`src/rtl/log2_sched.sv`:
```
// Round-robin front end for a single shared iterative log2 engine: grants one
// requester at a time, launches the engine, and returns the tagged result or error.
module log2_sched #(
  parameter  int unsigned NREQ    = 4,
  parameter  int unsigned TIMEOUT = 255,
  localparam int unsigned IDW     = (NREQ > 1) ? $clog2(NREQ) : 1
) (
  input  logic              clk,
  input  logic              rst,
  input  logic [NREQ-1:0]   req_valid,
  input  logic [5*NREQ-1:0] req_x,
  output logic [NREQ-1:0]   req_ready,
  output logic              eng_start,
  output logic [4:0]        eng_x,
  input  logic              eng_done,
  input  logic [10:0]       eng_result,
  output logic              rsp_valid,
  output logic [IDW-1:0]    rsp_id,
  output logic [10:0]       rsp_data,
  output logic              rsp_err,
  input  logic              rsp_ready,
  output logic              busy
);

  typedef enum logic [1:0] {S_IDLE, S_LAUNCH, S_WAIT, S_RESP} state_t;

  state_t          state_q, state_d;
  logic [IDW-1:0]  rr_q, rr_d;
  logic [9:0]      timer_q, timer_d;
  logic [4:0]      eng_x_q, eng_x_d;
  logic            rsp_valid_q, rsp_valid_d;
  logic [IDW-1:0]  rsp_id_q, rsp_id_d;
  logic [10:0]     rsp_data_q, rsp_data_d;
  logic            rsp_err_q, rsp_err_d;

  logic [4:0]      x_arr [NREQ];
  logic            grant_vld;
  logic [IDW-1:0]  grant_idx;
  logic [IDW-1:0]  cand;

  always_comb begin
    for (int unsigned k = 0; k < NREQ; k++) begin
      x_arr[k] = req_x[5*k +: 5];
    end
  end

  // Scan starts at the pointer so the last-served requester is checked last.
  always_comb begin
    grant_vld = 1'b0;
    grant_idx = '0;
    cand      = '0;
    for (int unsigned k = 0; k < NREQ; k++) begin
      cand = IDW'((32'(rr_q) + k) % NREQ);
      if (!grant_vld && req_valid[cand]) begin
        grant_vld = 1'b1;
        grant_idx = cand;
      end
    end
  end

  always_comb begin
    state_d     = state_q;
    rr_d        = rr_q;
    timer_d     = timer_q;
    eng_x_d     = eng_x_q;
    rsp_valid_d = rsp_valid_q;
    rsp_id_d    = rsp_id_q;
    rsp_data_d  = rsp_data_q;
    rsp_err_d   = rsp_err_q;
    req_ready   = '0;
    eng_start   = 1'b0;
    case (state_q)
      S_IDLE: begin
        if (grant_vld && !rst) begin
          req_ready[grant_idx] = 1'b1;
          rr_d     = (grant_idx == IDW'(NREQ-1)) ? '0 : grant_idx + 1'b1;
          rsp_id_d = grant_idx;
          if (x_arr[grant_idx] == 5'd0) begin
            rsp_valid_d = 1'b1;
            rsp_err_d   = 1'b1;
            rsp_data_d  = '0;
            state_d     = S_RESP;
          end else begin
            eng_x_d = x_arr[grant_idx];
            state_d = S_LAUNCH;
          end
        end
      end
      S_LAUNCH: begin
        eng_start = 1'b1;
        timer_d   = '0;
        state_d   = S_WAIT;
      end
      S_WAIT: begin
        timer_d = timer_q + 10'd1;
        if (eng_done) begin
          rsp_valid_d = 1'b1;
          rsp_err_d   = 1'b0;
          rsp_data_d  = eng_result;
          state_d     = S_RESP;
        end else if (timer_q == 10'(TIMEOUT - 1)) begin
          rsp_valid_d = 1'b1;
          rsp_err_d   = 1'b1;
          rsp_data_d  = '0;
          state_d     = S_RESP;
        end
      end
      S_RESP: begin
        if (rsp_ready) begin
          rsp_valid_d = 1'b0;
          state_d     = S_IDLE;
        end
      end
      default: state_d = S_IDLE;
    endcase
  end

  always_ff @(posedge clk or posedge rst) begin
    if (rst) begin
      state_q     <= S_IDLE;
      rr_q        <= '0;
      timer_q     <= '0;
      eng_x_q     <= '0;
      rsp_valid_q <= 1'b0;
      rsp_id_q    <= '0;
      rsp_data_q  <= '0;
      rsp_err_q   <= 1'b0;
    end else begin
      state_q     <= state_d;
      rr_q        <= rr_d;
      timer_q     <= timer_d;
      eng_x_q     <= eng_x_d;
      rsp_valid_q <= rsp_valid_d;
      rsp_id_q    <= rsp_id_d;
      rsp_data_q  <= rsp_data_d;
      rsp_err_q   <= rsp_err_d;
    end
  end

  assign eng_x     = eng_x_q;
  assign rsp_valid = rsp_valid_q;
  assign rsp_id    = rsp_id_q;
  assign rsp_data  = rsp_data_q;
  assign rsp_err   = rsp_err_q;
  assign busy      = (state_q != S_IDLE);

endmodule

```
`config.mk`:
```
export PLATFORM = sky130hd
export DESIGN_NAME = log2_sched
export DESIGN_NICKNAME = d
export VERILOG_FILES = /design/src/rtl/log2_sched.sv
export SDC_FILE = /design/constraint.sdc
export NUM_CORES = 1
export LEC_CHECK = 0
export BUFFER_PORTS_ARGS = -buffer_cell sky130_fd_sc_hd__buf_2
export CAP_MARGIN = 20
export CORE_UTILIZATION = 30
export CTS_CLUSTER_DIAMETER = 200
export DETAILED_ROUTE_END_ITERATION = 12
export GPL_ROUTABILITY_DRIVEN = 0
export PLACE_DENSITY_LB_ADDON = 0.25
export REMOVE_ABC_BUFFERS = 1
export SLEW_MARGIN = 40
export SYNTH_ARGS = -nofsm -noshare
export SYNTH_HDL_FRONTEND = slang
export SYNTH_SLANG_ARGS = --single-unit
```
`constraint.sdc`:
```
create_clock -name clk -period 2.4 [get_ports clk]
set_input_delay 0.12 -clock clk [delete_from_list [all_inputs] [get_ports clk]]
set_output_delay 0.12 -clock clk [all_outputs]
set_load 0.05 [all_outputs]
```
==> metrics.yaml, run 1 <==
cells_and_area:
  syn2layout_area_growth_pct: 44.1
  nets: 382
  fillCellCount: 667
  final_cell_count_no_fill: 429
  seq_area_um2: 852
  final_cell_mix: "buf_2, buf_4, dfrtp_1, nand2_1"
  final_common_cell: "buf_2"
  layout-drive-gt1-share_pct: 45.0
  antenna_cells: 0
  utilization_pct: 45.9
  multiInputGateArea_um2: 1380
floorplanning:
  rows: 30
  die_y_um: 87.9
  fp.dieW_um: 87.9
  core_um2: 6940
  boundaryPins: 65
  start_util_pct: 31.9
  fp.dieArea_um2: 7730
placement:
  dp_slack_ns: -0.140
  placed_cells: 417
  dpl.hpwl_mm: 4.43
  numPortBuffers: 64
drt:
  drc: 0
  drtPass1Iterations: 4
  wl_per_cell_um: 13.5
  via_count: 2096
  totalWireLength_mm: 5.80
  antenna_left: 0
  avgViaCountPerCell: 4.89
  drt_iter0_drc: 120
worst_setup_path:
  crit_slowest_cell: "or4b_4"
  cp_max_fo: 6
  cp_top_family: "simple AND/OR/NAND/NOR gates"
  r2r_cells: 9
  r2r_slack_ns: -0.07
  reg2reg_to: "rsp_data[3]"
  cpMostUsedCell: "nand3_2"
  end_kind: "flop"
  cp.buffers_inverters: 2
  cpPeakStageDelay_ns: 0.53
  rr_startpoint: "rr_q[0]"
  crit_chain: "nor2b_4 -> or4b_4 -> buf_12 -> nand3_2 -> nand3_2 -> a211oi_4 -> a41oi_4 -> clkbuf_16 -> mux2_4"
  crit_arrival_ns: 2.66
  worst_setup_path_start_kind: "flop"
  required_ns: 2.59
  crit_type: "flop to flop"
pwr:
  power_density_nw_per_um2: 1270
  irDropWorstVdd_mv: 0.371
  power_mw: 4.07
  leakagePower_nw: 1.61
worst_hold_path:
  min_path_cells: 3
  hp-start: "eng_result[0]"
  hold_end: "rsp_data[0]"
  hp-class: "input port to flop"
synthesis:
  synth_area_um2: 2210
  async_reset_ff_share_pct: 100
  yosysWarningCount: 0
  synth_top_area_share_pct: 38.4
  syn-instance-count: 233
  avgSynthCellArea_um2: 9.50
  yosysTopAreaCell: "dfrtp_1"
  synthTopCellsByArea: "dfrtp_1, mux2_4, ha_1"
  synth_ff_type: "dfrtp_1"
  synth_edf_count: 0
  synth.distinct_cells: 47
  ys_seq_elements: 34
  seq_area_frac_synth_pct: 38.4
global_route:
  grt_start_max_net_pins: 25
  grtUsageTotal_pct: 15.4
  antenna_found_initial: 0
  grt_pass1_wl_mm: 9.07
  overflow: 0
  first_global_vias: 2001
sta:
  worst_pin_slew_ns: 0.448
  setup_violations: 11
  skew_ns: 0.0105
  rsz0062_at_grt: "true"
  hold_viol: 0
  timing.final.ws_setup_ns: -0.0708
  slew_viol_final: 0
  period_minus_slack_ns: 2.47
  fmax_mhz: 405
  timing.final.crit_share_pct: 103
  maxSlewHeadroom_pct: 70.0
clocking:
  clock-sinks: 34
  path_clk_slew_ns: 0.08
  clock_path_buffers: 2
  clockRootBuffer: "clkbuf_8"
  htreeDepth: 2
  cts_tree: "yes"
  clk_latency_ns: 0.30
  numCtsBuffers: 5
outcome:
  violations: "setup timing"
  outcome: "finished with violations"
job:
  cap_violations: 0
[area by class of cell]
cell class,instances,share of cell area (%)
Multi-Input combinational cell,177,43.3
Timing Repair Buffer,104,21.5
Clock inverter,3,1.41
Sequential cell,34,26.7
Inverter,10,1.18
Tap cell,96,3.76
Clock buffer,5,2.16
[logic make-up after synthesis]
logic type,share of synthesized area [%]
flops,38.4
fa+ha+maj,6.22
simple gates,25.4
buf+inv,4.75
xor+xnor,1.58
compound gates,16.3
mux,7.29
[state kept, by name, indices dropped and copies added (netlist names)]
name	count
rsp_data	11
rsp_id	2
state_q	2
rsp_valid	1
rr_q	2
rsp_err	1
eng_x	5
timer_q	10
[routing by layer]
layer  share of wire (%)  track usage (%)
met5                   0                0
met4                 1.2             6.71
met3                 3.3             3.20
met2                  49             24.1
met1                  46             20.4
[how the worst max path moves through the flow]
stage	cells past startpoint	end	startpoint	slack [ns]
after detailed placement	10	rsp_data[10]	rr_q[1]	-0.14
after global routing	9	rsp_data[4]	rr_q[1]	-0.17
after CTS	9	rsp_data[10]	rr_q[0]	-0.10
after floorplan	6	rsp_data[10]	rr_q[1]	-0.40
after global placement	9	rsp_data[10]	rr_q[1]	-0.10
final	9	rsp_data[3]	rr_q[0]	-0.07
[through the flow]
step	setup TNS (ns)	hold WS [ns]	cell area, um2
floorplan	-4.23	0.262	2150
global placement	-0.888	0.156	2880
detailed placement	-1.24	0.155	2880
CTS	-0.823	0.171	3030
global route	-1.71	0.202	3190
finish	-0.670	0.188	3190
[cell usage after synthesis, drive strengths merged (2+ instances only)]
library cell  count
mux2             11
dfrtp            34
nor3              3
a32oi             4
a21o              3
nand4             4
nor3b             4
inv              10
nand2            23
or4               2
ha               11
a221oi            4
nor2             11
or3               2
xor2              4
a22o              4
and3             16
a21oi             5
clkbuf            9
a211oi            2
nor4              5
buf               3
o21ai            17
nand3            20
nor2b             5
[worst register-to-register path, stage by stage, from the launching register on]
cell       delay, ns
dfrtp_1         0.43
nor2b_4         0.09
or4b_4          0.53
buf_12          0.15
nand3_2         0.06
nand3_2         0.09
a211oi_4        0.34
a41oi_4         0.19
clkbuf_16       0.21
mux2_4          0.29
[power by group]
group          internal (mW)  switching [mW]  total [mW]
sequential             0.777           0.140       0.917
clock                  0.309           0.233       0.542
combinational           1.02            1.58        2.61
[what timing repair did]
action	CTS	global route
cloned	0	1
endpoints found under the hold margin	10	0
hold buffers	1	0
setup buffers	0	3
resized for setup	7	23
setup endpoints to repair	13	18
pin swaps	0	12
No activity file was read; power rests on OpenSTA's default activity.
==> inputs of run 2 (changes only) <==
Settings changed: GPL_TIMING_DRIVEN from default to 0.
==> run 2 against run 1 <==
First-iteration DRC count shrank 33%. Critical endpoint is now rsp_data[6]. The flow finishes with violations (hold timing, setup timing). Largest cell class unchanged. Core utilization shrank 2.2 points. Via count shrank 2.4%.
==> metrics.yaml, run 2 (synthesized netlist as in run 1, its figures left out) <==
worst_setup_path:
  cpPeakStageDelay_ns: 0.42  # -0.11 ns
  cp_top_family: "compound AO/OA/AOI/OAI gates"
  worst_setup_path_start_kind: "flop"
  crit_chain: "nand2_1 -> a211o_4 -> a221oi_4 -> a32oi_2 -> a211oi_4 -> a41oi_4 -> buf_4 -> mux2_4"
  cp.buffers_inverters: 1  # -1
  crit_slowest_cell: "dfrtp_2"
  required_ns: 2.57  # -0.02 ns
  crit_type: "flop to flop"
  cp_max_fo: 5  # -1
  crit_arrival_ns: 2.63  # -0.03 ns
  end_kind: "flop"
job:
  cap_violations: 0  # unchanged
placement:
  numPortBuffers: 64  # unchanged
  dpl.hpwl_mm: 3.89  # -12%
  placed_area_um2: 2600  # -9.9%
drt:
  avgViaCountPerCell: 5.04  # +3.1%
  totalWireLength_mm: 5.90  # +1.7%
  via_count: 2046  # -2.4%
  drc: 0  # unchanged
  drt_iter0_drc: 80  # -33%
  wl_per_cell_um: 14.5  # +7.4%
  drtPass1Iterations: 4  # unchanged
  antenna_left: 0  # unchanged
global_route:
  antenna_found_initial: 0  # unchanged
  grt_start_max_net_pins: 35  # +40%
  first_global_vias: 1931  # -3.5%
  grt_pass1_wl_mm: 9.29  # +2.5%
  grtUsageTotal_pct: 15.3  # -0.020 points
  overflow: 0  # unchanged
cells_and_area:
  final_common_cell: "buf_2"
  fillCellCount: 683  # +2.4%
  layout-drive-gt1-share_pct: 43.5  # -1.5 points
  utilization_pct: 43.8  # -2.2 points
  multiInputGateArea_um2: 1460  # +6.0%
  syn2layout_area_growth_pct: 37.3
  final_area_um2: 3040  # -4.7%
  largest_reg_flops: 11  # unchanged
  seq_area_um2: 853  # +0.15%
  antenna_cells: 0  # unchanged
  nets: 359  # -6.0%
  final_cell_mix: "buf_2, dfrtp_1, nand2_1, o21ai_0, and3_1"
floorplanning:
  boundaryPins: 65  # unchanged
  start_util_pct: 31.9  # unchanged
  core_um2: 6940  # unchanged
  rows: 30  # unchanged
  fp.dieW_um: 87.9  # unchanged
  die_y_um: 87.9  # unchanged
  fp.dieArea_um2: 7730  # unchanged
clocking:
  cts_tree: "yes"
  clockRootBuffer: "clkbuf_8"
  path_clk_slew_ns: 0.07  # about the same
  clock_path_buffers: 2  # unchanged
  htreeDepth: 2  # unchanged
  numCtsBuffers: 5  # unchanged
  clock-sinks: 34  # unchanged
  clk_latency_ns: 0.28  # -0.02 ns
  cts_hold_buf: 0  # -1
worst_hold_path:
  hp-class: "input port to async pin"
sta:
  tns_ns: -0.454  # +0.216 ns
  worst_pin_slew_ns: 0.758  # +0.311 ns
  timing.final.ws_setup_ns: -0.0567  # +0.0141 ns
  timing.final.crit_share_pct: 102  # -0.59 points
  rsz0062_at_grt: "true"
  slew_viol_final: 0  # unchanged
  fin_hold_ws_ns: -0.0230  # -0.211 ns
  fmax_mhz: 407  # +0.57%
  maxSlewHeadroom_pct: 49.4  # -21 points
  setup_violations: 11  # unchanged
  period_minus_slack_ns: 2.46  # -0.0141 ns
  hold_viol: 34  # +34
  skew_ns: 0.0133  # +0.00278 ns
outcome:
  violations: "hold timing, setup timing"
  outcome: "finished with violations"
pwr:
  irDropWorstVdd_mv: 0.308  # -17%
  leakagePower_nw: 1.49  # -7.4%
  power_density_nw_per_um2: 1310  # +2.4%
  power_mw: 3.97  # -2.4%
-- run 2: power by group --
part	total (mW)	switching, mW	internal, mW	leakage [nW]
logic	2.54	1.62	0.923	0.998
clock network	0.510	0.199	0.311	0.0524
registers	0.916	0.137	0.779	0.444
total	3.97	1.96	2.01	1.49
-- run 2: timing repair --
action                                  4_1_cts  5_1_grt
endpoints found under the setup margin       23       14
resized for setup                            36        7
gates cloned                                  1        0
pin swaps                                    13        2
setup buffers                                16        1
-- run 2: metrics by stage --
step / std cells / worst slack [ns]
after floorplan: 221 / -0.403
after global placement: 381 / -0.913
after detailed placement: 381 / -0.717
after CTS: 405 / -0.0500
after global routing: 406 / -0.108
final: 406 / -0.0567
-- run 2: worst paths after layout --
path	start	to	slack, ns	cells past startpoint
min reg2reg	eng_x[4]	eng_x[4]	0.48	1
max in group asynchronous	rst	rr_q[0]	1.91	2
min	rst	timer_q[0]	-0.02	2
min in group clk	eng_result[4]	rsp_data[4]	0.21	3
max	rr_q[1]	rsp_data[6]	-0.06	8
max reg2reg	rr_q[1]	rsp_data[6]	-0.06	8
-- run 2: layout make-up --
cell class | instances | area share, %
Timing Repair Buffer | 80 | 15.0
Clock inverter | 1 | 0.988
Clock buffer | 7 | 2.51
Multi-Input combinational cell | 178 | 48.2
Inverter | 10 | 1.32
Sequential cell | 34 | 28.1
Tap cell | 96 | 3.95
-- run 2: routing by layer --
layer  global-route usage [%]  share of wire, %
met2                     24.3                47
met1                     20.7                47
met4                     4.62               1.7
met5                        0                 0
met3                     3.68               4.1
